===== config.mk =====
export PLATFORM = sky130hd
export DESIGN_NAME = sort_batch_ctrl
export DESIGN_NICKNAME = d
export VERILOG_FILES = /design/src/rtl/sort_pkg.sv /design/src/rtl/sort_batch_ctrl.sv
export SDC_FILE = /design/constraint.sdc
export NUM_CORES = 1
export LEC_CHECK = 0
export ABC_CLOCK_PERIOD_IN_PS = 21500
export CORE_MARGIN = 2
export CORE_UTILIZATION = 54
export DETAILED_ROUTE_END_ITERATION = 10
export PLACE_DENSITY = 0.89
export SETUP_SLACK_MARGIN = 0.5
export SLEW_MARGIN = 10
export SYNTH_ARGS = -nofsm -noshare
export SYNTH_HDL_FRONTEND = slang
export SYNTH_SLANG_ARGS = --single-unit

===== constraint.sdc =====
create_clock -name clk -period 21.5 [get_ports clk]
set_clock_uncertainty 0.05 [all_clocks]
set_input_delay 3.225 -clock clk [delete_from_list [all_inputs] [get_ports clk]]
set_output_delay 3.225 -clock clk [all_outputs]
set_load 0.005 [all_outputs]

===== src/rtl/sort_pkg.sv =====
// Shared types and helpers for the bitonic sort batch controller.
// sort_latency gives the pipeline depth of a bitonic sorter of 2**depth lanes.
package sort_pkg;

  typedef enum logic [1:0] {FILL, WAIT, DRAIN} sort_ctrl_state_t;

  function automatic int sort_latency(input int depth);
    return depth * (depth + 1) / 2;
  endfunction

endpackage


===== src/rtl/sort_batch_ctrl.sv =====
// Serial-to-parallel batch sequencer around a pipelined bitonic sorter: fill, wait LATENCY+1, drain.
// Optional short-batch padding with s_last is enabled by defining SORT_BATCH_CTRL_PAD_EN.
module sort_batch_ctrl
  import sort_pkg::*;
#(
  parameter int VALUE_BITS = 8,
  parameter int DEPTH      = 4,
  parameter int LATENCY    = sort_latency(DEPTH)
`ifdef SORT_BATCH_CTRL_PAD_EN
  , parameter logic [VALUE_BITS-1:0] PAD_VALUE = '1
`endif
) (
  input  logic                                clk,
  input  logic                                rst,
  input  logic                                s_valid,
  output logic                                s_ready,
  input  logic [VALUE_BITS-1:0]               s_data,
`ifdef SORT_BATCH_CTRL_PAD_EN
  input  logic                                s_last,
`endif
  output logic [(1<<DEPTH)*VALUE_BITS-1:0]    sort_in,
  input  logic [(1<<DEPTH)*VALUE_BITS-1:0]    sort_out,
  output logic                                m_valid,
  input  logic                                m_ready,
  output logic [VALUE_BITS-1:0]               m_data,
  output logic                                m_last,
  output logic                                busy
);

  localparam int SIZE = 1 << DEPTH;
  localparam int CW   = DEPTH + 1;
  localparam int WW   = (LATENCY < 1) ? 1 : $clog2(LATENCY + 1);
  localparam logic [CW-1:0] LAST_SLOT = CW'(SIZE - 1);
  localparam logic [WW-1:0] WAIT_END  = WW'(LATENCY);

  sort_ctrl_state_t r_state, w_state_nxt;

  logic [SIZE-1:0][VALUE_BITS-1:0] r_ibuf;
  logic [SIZE-1:0][VALUE_BITS-1:0] r_obuf;
  logic [CW-1:0]                   r_cnt;
  logic [CW-1:0]                   r_idx;
  logic [WW-1:0]                   r_wcnt;
  logic [CW-1:0]                   w_last_idx;
  logic                            w_fill_done;
  logic                            w_wait_done;

`ifdef SORT_BATCH_CTRL_PAD_EN
  logic [CW-1:0] r_nvalid;
  assign w_last_idx  = r_nvalid - CW'(1);
  assign w_fill_done = s_valid && ((r_cnt == LAST_SLOT) || s_last);
`else
  assign w_last_idx  = LAST_SLOT;
  assign w_fill_done = s_valid && (r_cnt == LAST_SLOT);
`endif

  assign w_wait_done = (r_wcnt == WAIT_END);
  assign sort_in     = r_ibuf;
  assign m_data      = r_obuf[r_idx[DEPTH-1:0]];

  always_ff @(posedge clk or posedge rst) begin
    if (rst) r_state <= FILL;
    else     r_state <= w_state_nxt;
  end

  // Handshake flags depend on registered state only; inputs affect next state alone.
  always_comb begin
    w_state_nxt = r_state;
    s_ready     = 1'b0;
    m_valid     = 1'b0;
    m_last      = 1'b0;
    busy        = 1'b1;
    case (r_state)
      FILL: begin
        s_ready = 1'b1;
        busy    = 1'b0;
        if (w_fill_done) w_state_nxt = WAIT;
      end
      WAIT: begin
        if (w_wait_done) w_state_nxt = DRAIN;
      end
      DRAIN: begin
        m_valid = 1'b1;
        m_last  = (r_idx == w_last_idx);
        if (m_ready && (r_idx == w_last_idx)) w_state_nxt = FILL;
      end
      default: w_state_nxt = FILL;
    endcase
  end

  always_ff @(posedge clk or posedge rst) begin
    if (rst) begin
      r_ibuf   <= '0;
      r_obuf   <= '0;
      r_cnt    <= '0;
      r_idx    <= '0;
      r_wcnt   <= '0;
`ifdef SORT_BATCH_CTRL_PAD_EN
      r_nvalid <= CW'(SIZE);
`endif
    end else begin
      case (r_state)
        FILL: begin
          if (s_valid) begin
            r_ibuf[r_cnt[DEPTH-1:0]] <= s_data;
            if (w_fill_done) begin
              r_cnt  <= '0;
              r_wcnt <= '0;
            end else begin
              r_cnt <= r_cnt + CW'(1);
            end
`ifdef SORT_BATCH_CTRL_PAD_EN
            // Pads land above the last real value so an ascending sort pushes them past nvalid.
            if (s_last) begin
              for (int i = 0; i < SIZE; i++) begin
                if (i > int'(r_cnt)) r_ibuf[i] <= PAD_VALUE;
              end
              r_nvalid <= r_cnt + CW'(1);
            end else if (r_cnt == LAST_SLOT) begin
              r_nvalid <= CW'(SIZE);
            end
`endif
          end
        end
        WAIT: begin
          r_wcnt <= r_wcnt + WW'(1);
          if (w_wait_done) begin
            r_obuf <= sort_out;
            r_idx  <= '0;
          end
        end
        DRAIN: begin
          if (m_ready) r_idx <= r_idx + CW'(1);
        end
        default: ;
      endcase
    end
  end

endmodule


# --- After elaboration in Yosys (flattened, before gate mapping) ---
# Index checks and enable logic that the tools add are counted.
word_totals:
  ff_bits: 272
  inputBits: 140
  out_inout_bits: 140
  word_cells: 83
classes:
  addsub: 3
  n_lt_le_gt_ge: 3
  eq_ne: 10
  mux: 20
  n_reduce_logical: 11
op_table:
  columns: ["operator", "count"]
  rows:
  - ["$bwmux W128", 1]
  - ["$bmux W8 S4", 1]
  - ["$demux W8 S4", 1]
  - ["$mux W8", 2]
  - ["$mux W5", 3]
  - ["$add A5 B1 Y5 const B", 2]
  - ["$eq A5 B4 Y1 const B", 2]
  - ["$lt A4 B5 Y1 const B", 2]
  - ["$ne A2 B2 Y1 const B", 5]
  - ["$pmux W5 S2", 1]
  - ["$reduce_and A3 Y1", 3]
  - ["$mux W4", 2]
  - ["$pmux W4 S2", 1]
  - ["$mux W2", 3]
  - ["$pmux W2 S3", 1]
  - ["$add A4 B1 Y4 const B", 1]
  - ["$eq A4 B4 Y1 const B", 1]
  - ["$ge A4 B1 Y1 const B", 1]
  - ["$mux W1", 4]
  - ["$reduce_and A2 Y1", 2]
  - ["$reduce_bool A2 Y1", 2]
  - ["$logic_and A1 B1 Y1", 3]
  - ["$eq A2 B1 Y1 const B", 1]
  - ["$eq A2 B2 Y1 const B", 1]
  - ["$logic_not A2 Y1", 1]

# --- Logic depth before layout (Yosys ltp) ---
# Gate-level depths: netlist of run 1.
logic_depth:
  ltp_word: 5
  ltp_mapped: 8
  ltp_nobuf: 6

# --- Least setup slack after synthesis of run 1 ---
# Ideal clock, no wire load.
synth_path:
  path_type: "register -> output"
  startpoint: "register r_idx[0]"
  endpoint: "output m_data[0]"
  arrival_ns: 1.539
  required_ns: 18.225
  slack_ns: 16.686
  stages_incl_launch_ff: 6
  n_path_buf: 2
  path_cell_list: "dfrtp_1 buf_2 buf_2 mux4_2 a22oi_1 nand2_1"
synth_between:
  elab_chain_cells: 2
synth_rtl:
  columns: ["element", "line_no", "text"]
  rows:
  - ["start, declared", "sort_batch_ctrl.sv:41", "logic [CW-1:0] r_idx;"]
  - ["start signal, assigned", "sort_batch_ctrl.sv:132", "if (m_ready) r_idx <= r_idx + CW'(1);"]
  - ["$bmux W8 S4", "sort_batch_ctrl.sv:58", "assign m_data = r_obuf[r_idx[DEPTH-1:0]];"]
  - ["$mux W8 (not written as such)", "sort_batch_ctrl.sv:58", null]
  - ["end, declared", "sort_batch_ctrl.sv:25", "output logic [VALUE_BITS-1:0] m_data,"]
# Every way passes these cells. The select of a mux whose other input is x is not followed.

# --- Worst setup path after layout of run 1 ---
layout_path:
  startpoint: "register r_idx[1]"
  endpoint: "output m_data[6]"
# Same word-level chain as after synthesis.

==> metrics.md, run 1 <==
| Metric | Value |
|---|---|
| Number of global-route vias before repair | `7985` |
| Average wire per standard cell | `22.8 um` |
| Post-CTS Hold Buffers | `0` |
| Final critical path time including I/O delays and setup | `6680 ps` |
| Clock tree from TritonCTS | `yes` |
| I/O pin cnt | `280` |
| Unrepaired setup endpoints after global routing | `no` |
| Post-synthesis share of cell area spent on xor and xnor gates | `0.227%` |
| CP peak stage delay | `1010 ps` |
| Min-Delay Path Class | `reg2reg` |
| Portion of the post-synthesis area used by sequential elements | `58.7%` |
| Die boundary width | `151 um` |
| Post-route setup TNS | `0 ps` |
| Mean area per synthesized cell | `15.5 um2` |
| Post-synthesis cell area | `0.0116 mm2` |
| Number of max-cap violations | `0` |
| Most frequent cells after synthesis | `dfrtp_1, mux2_2, mux2i_1` |
| Post-synthesis share of cell area spent on and, or, nand and nor gates | `3.91%` |
| Number of storage elements in the synthesis netlist | `272` |
| Total number of vias | `7551` |
| Dominant combinational cell family by area after synthesis | `multiplexers` |
| Clock insertion delay at the later pin of the skew report | `540 ps` |
| Number of sinks on the clock net | `272` |
| Maximum resistive drop on vdd | `0.000106 V` |
| Finished Core Util | `73.7%` |
| Leading cell type by number of instances after synthesis | `dfrtp_1` |
| Vias per cell | `5.74` |
| Number of remaining DRC errors | `0` |
| Number of iterations in the first detailed-routing pass | `5` |
| Overflow after GRT | `0` |
| Total wirelength of the detailed-routed design | `30000 um` |
| Area contributors post-synth | `dfrtp_1, mux2_2, mux4_2, mux2i_1, a221oi_1` |
| Fraction of post-synthesis cell area in the top cell type by area | `58.7%` |
| Max-slew violation total from the final report | `0` |
| Placement row count | `53` |
| Adder-cell share of the synthesized area | `0.863%` |
| Synth Warn # | `0` |
| Run status | `finished clean` |
| Required arrival time at the worst endpoint | `18230 ps` |
| Critical Path Source Type | `register` |
| Async set-or-reset flop fraction in the synthesized netlist | `100%` |
| Type of the worst setup path | `reg2out` |
| Die span in y | `151 um` |
| Most instantiated flip-flop cell in the synthesis netlist | `dfrtp_1` |
| Critical Path AT | `3410 ps` |
| Master cell of the clock root buffer | `clkbuf_16` |
| Total setup violations reported at the end of the flow | `0` |
| Total power density per cell area | `124 mW/mm2` |
| Category of the worst setup path capture point | `output pin` |
| Number of gates given a new drive strength after cts | `0` |
| Half-perimeter wire length after detailed placement | `20700 um` |
| Initial standard-cell utilization of the core | `55.2%` |
| Clock slew at reported path FFs | `60 ps` |
| Fill cell count | `1275` |
| Number of buffers inserted to repair setup after CTS | `0` |
| Post-synth EDFFs | `0` |
| Port Buf Inserts | `279` |
| Actual slew at the worst max-slew pin | `1100 ps` |
| Final net count | `1168` |
| Unique masters post-synth | `41` |
| Slew Limit Headroom | `26.5%` |
| CTS Buffer Depth | `3` |
| Total die area | `0.0227 mm2` |
| Chain of cells forming the critical path | `nor2b_1, a221oi_1, o21ai_0, nand2_1, clkdlybuf4s50_1` |
| Area overhead of the layout relative to synthesis | `33.6%` |
| Pin count of the biggest net entering global routing | `112` |
| Post-synth top area cell | `dfrtp_1` |
| Final hold violation count | `0` |
| TritonCTS buffer count | `28` |
| Synthesized netlist net count | `897` |
| Crit-path max FO | `20` |
| Synth Area in Compound Gates | `2.98%` |
| Initial antenna violation count | `0` |
| Cell with the largest stage delay on the worst path | `nor2b_1` |
| Starting DRT DRC Count | `575` |
| Mux cell area share after synthesis | `31.2%` |
| Final weighted congestion in routability-driven placement | `0.868` |
| Fin crit share | `31.1%` |
| Overall routing resource usage | `26.7%` |
| H-tree depth | `1` |
| Detail Route Antenna Nets | `0` |
| Layout cells sized above 1 | `32.6%` |
| Fmax | `150 MHz` |
| Core Region | `0.0210 mm2` |
| First-pass GRT wire length | `46100 um` |
| Number of instances in the synthesized netlist | `749` |
| Leakage Power | `0.00695 uW` |
power by group:
part	internal, uW	switching (uW)
combinational	399	225
clock	292	198
sequential	692	118
state kept, by name, summed over array words and instances (netlist names):
signal and flops:
sort_in 128, r_idx 5, r_state 2, r_obuf 128, r_wcnt 4, r_cnt 5
cells in the final DEF, fill, tap and decap left out, drive strengths merged, types with 11 or more instances in the layout:
master | netlist | layout
a221oi | 16 | 16
clkbuf | 15 | 45
clkdlybuf4s50 | 0 | 279
dfrtp | 272 | 272
mux2 | 256 | 256
mux2i | 34 | 34
mux4 | 16 | 16
nand2 | 22 | 22
nand3 | 12 | 12
nor2 | 11 | 11
o21ai | 13 | 13
final cells by class:
| type | instances | area, um2 | share of cell area [%] |
|---|---|---|---|
| sequential | 272 | 6810 | 43.9 |
| multi-input combinational | 428 | 4540 | 29.3 |
| timing repair buffer | 283 | 2820 | 18.2 |
| clock buffer | 45 | 885 | 5.71 |
| tap | 275 | 344 | 2.22 |
| clock inverter | 5 | 61.3 | 0.396 |
| inverter | 7 | 33.8 | 0.218 |
| antenna | 1 | 2.50 | 0.0161 |
path summary, 6_finish.rpt:
check / start / to / slack [ps] / cells past startpoint
hold / removal: sort_in[31] / sort_in[31] / 450 / 1
setup reg to reg: r_state[1] / sort_in[102] / 18980 / 4
hold reg to reg: sort_in[31] / sort_in[31] / 450 / 1
max in group asynchronous: rst / r_idx[0] / 16580 / 3
min in group asynchronous: rst / r_obuf[89] / 3130 / 2
setup / recovery: r_idx[1] / m_data[6] / 14820 / 5
through the flow:
step | hold slack (ps) | total power, uW | setup WS [ps] | instance area [um2] | instances
floorplan | 425 | 1090 | 10730 | 11600 | 749
global placement | 426 | 1410 | 15600 | 14500 | 1265
detailed placement | 440 | 1430 | 15490 | 14500 | 1265
CTS | 455 | 1940 | 14910 | 15500 | 1315
global route | 462 | 2010 | 14670 | 15500 | 1315
finish | 448 | 1920 | 14820 | 15500 | 1316
kinds of logic (layout without fill, tap and decap cells):
family          after synthesis  count (layout)
compound gates               47              47
xor+xnor                      3               3
fa+ha+maj                     8               8
buf+inv                      49             340
flops                       272             272
mux                         306             306
other cells                   0               1
simple gates                 64              64
critical path, delay by kind of cell, from the launching register on:
family	cells	cell delay (ps)
buffers and inverters	1	460
AOI/OAI and AO/OA	2	580
and+or+nand+nor	2	1100
DFF	1	730
per-layer routing:
metal  global-route usage (%)  vias up  wire length, um
met1                     34.8     3913            11800
met3                     6.36       80             2160
li1                         -     3270                -
met5                        0        -                0
met4                     11.6        0             1370
met2                     42.9      288            14700
Note: power is estimated with default switching activity, not from simulation.
==> run 2, diff against run 1 <==
ABC_CLOCK_PERIOD_IN_PS = 6400   (was 21500)
CORE_UTILIZATION = 50   (was 54)
PLACE_DENSITY = 0.83   (was 0.89)
clock period = 6.4 ns   (was 21.5 ns; I/O delays follow)
==> run 2 against run 1 <==
  * Die area is 7.8% higher
  * Global-route usage is 2.0 points lower
  * Critical path depth stayed put
  * Via count is 1.8% lower
  * Critical endpoint unchanged
  * Largest cell class unchanged
  * Highest routed layer unchanged
==> metrics.md, run 2 (synthesized netlist as in run 1, its figures left out) <==
| Metric | Value |
|---|---|
| Post-CTS Hold Buffers | `0` |
| Fin Hold WS | `445 ps` |
| Fmax | `228 MHz` |
| Master cell of the clock root buffer | `clkbuf_16` |
| Total number of vias | `7417` |
| CTS Buffer Depth | `3` |
| H-tree depth | `1` |
| Slew Limit Headroom | `25.5%` |
| Total setup violations reported at the end of the flow | `0` |
| Initial antenna violation count | `4` |
| Post-route setup TNS | `0 ps` |
| Number of global-route vias before repair | `7900` |
| Layout cells sized above 1 | `33.0%` |
| Initial standard-cell utilization of the core | `51.1%` |
| Final weighted congestion in routability-driven placement | `0.888` |
| Placement row count | `55` |
| Fill cell count | `1522` |
| First-pass GRT wire length | `46300 um` |
| Leakage Power | `0.00702 uW` |
| Area overhead of the layout relative to synthesis | `35.1%` |
| Maximum resistive drop on vdd | `0.000334 V` |
| Starting DRT DRC Count | `339` |
| Final hold violation count | `0` |
| Average wire per standard cell | `22.5 um` |
| Total die area | `0.0244 mm2` |
| Overflow after GRT | `0` |
| Overall routing resource usage | `24.7%` |
| Leading cell type in the layout, fill and taps excluded | `clkdlybuf4s50_1` |
| Clock tree from TritonCTS | `yes` |
| Actual slew at the worst max-slew pin | `1120 ps` |
| Total wirelength of the detailed-routed design | `30100 um` |
| Final critical path time including I/O delays and setup | `4380 ps` |
| Final net count | `1172` |
| Unrepaired setup endpoints after global routing | `no` |
| Total power density per cell area | `426 mW/mm2` |
| Clock slew at reported path FFs | `60 ps` |
| Category of the worst setup path capture point | `output pin` |
| Crit-path max FO | `20` |
| I/O pin cnt | `280` |
| Commonest cells after routing, fill and taps aside | `clkdlybuf4s50_1, dfrtp_1, mux2_2` |
| Post-route design area | `0.0157 mm2` |
| Pin count of the biggest net entering global routing | `78` |
| Die boundary width | `156 um` |
| Clock insertion delay at the later pin of the skew report | `550 ps` |
| Number of remaining DRC errors | `0` |
| Max-slew violation total from the final report | `0` |
| Critical Path AT | `3370 ps` |
| Half-perimeter wire length after detailed placement | `21500 um` |
| Final Power | `6670 uW` |
| Required arrival time at the worst endpoint | `5390 ps` |
| Number of sinks on the clock net | `272` |
| Min-Delay Path Class | `reg2reg` |
| Vias per cell | `5.56` |
| Critical Path Source Type | `register` |
| Type of the worst setup path | `reg2out` |
| Number of max-cap violations | `0` |
| TritonCTS buffer count | `29` |
| Run status | `finished clean` |
| Detail Route Antenna Nets | `0` |
| Fin crit share | `68.5%` |
| Port Buf Inserts | `279` |
| Number of buffers inserted to repair setup after CTS | `0` |
| Number of gates given a new drive strength after cts | `0` |
| Placed standard-cell area | `0.0146 mm2` |
| Core Region | `0.0227 mm2` |
| Number of iterations in the first detailed-routing pass | `4` |
| Die span in y | `156 um` |
run 2: cell count changes in the layout (fill, tap and decap cells not counted):
cell | previous run | this run
buf_4 | 4 | 7
bufinv_16 | 1 | 7
clkbuf_1 | 5 | 6
clkbuf_16 | 28 | 29
clkbuf_8 | 12 | 5
clkinv_2 | 3 | 4
clkinv_8 | 1 | 0
clkinvlp_4 | 0 | 3
dfrtp_2 | 0 | 1
dfrtp_4 | 1 | 0
diode_2 | 1 | 3
inv_16 | 0 | 1
inv_8 | 1 | 0
run 2: area by class of cell:
cell class / instances / area [um2] / area share, %
repair buffers: 286 / 2850 / 18.2
inverters: 7 / 30.0 / 0.192
multi-input cells: 428 / 4540 / 29.0
diodes: 3 / 7.51 / 0.0479
clock inverters: 14 / 265 / 1.69
clock buffers: 40 / 817 / 5.21
well taps: 285 / 357 / 2.28
flip-flops and latches: 272 / 6810 / 43.5
run 2: metal layers:
layer  GRT usage (%)  up-vias  wire (um)
li1                -     3286          -
met1            32.6     3825      12500
met2            39.7      249      14500
met3            6.31       57       1950
met4            8.91        0       1030
met5               0        -          0
run 2: final timing paths:
check | startpoint | endpoint | slack (ps) | cells past startpoint
hold reg to reg | sort_in[31] | sort_in[31] | 440 | 1
setup reg to reg | r_state[0] | sort_in[118] | 3930 | 4
min in group asynchronous | rst | sort_in[14] | 890 | 2
hold / removal | sort_in[31] | sort_in[31] | 440 | 1
max in group asynchronous | rst | sort_in[57] | 4070 | 3
setup / recovery | r_idx[1] | m_data[6] | 2020 | 5
run 2: worst max-delay path, cell delays in order, from the launching register on:
cell             delay (ps)
dfrtp_1                 700
nor2b_1                1000
a221oi_1                300
a22oi_1                 250
nand2_1                 100
clkdlybuf4s50_1         470
run 2: through the flow:
step	std cells	setup slack, ps	util (%)
3_3_place_gp	1278	2700	64.2
6_report	1335	2020	69.0
5_1_grt	1335	1820	69.0
4_1_cts	1332	2060	69.0
3_5_place_dp	1278	2600	64.2
2_1_floorplan	749	1790	-
run 2: power by group:
group          internal (uW)  leakage (uW)  switching [uW]
Sequential              2320       0.00359             383
Combinational           1340       0.00290             748
Clock                   1180      0.000525             697
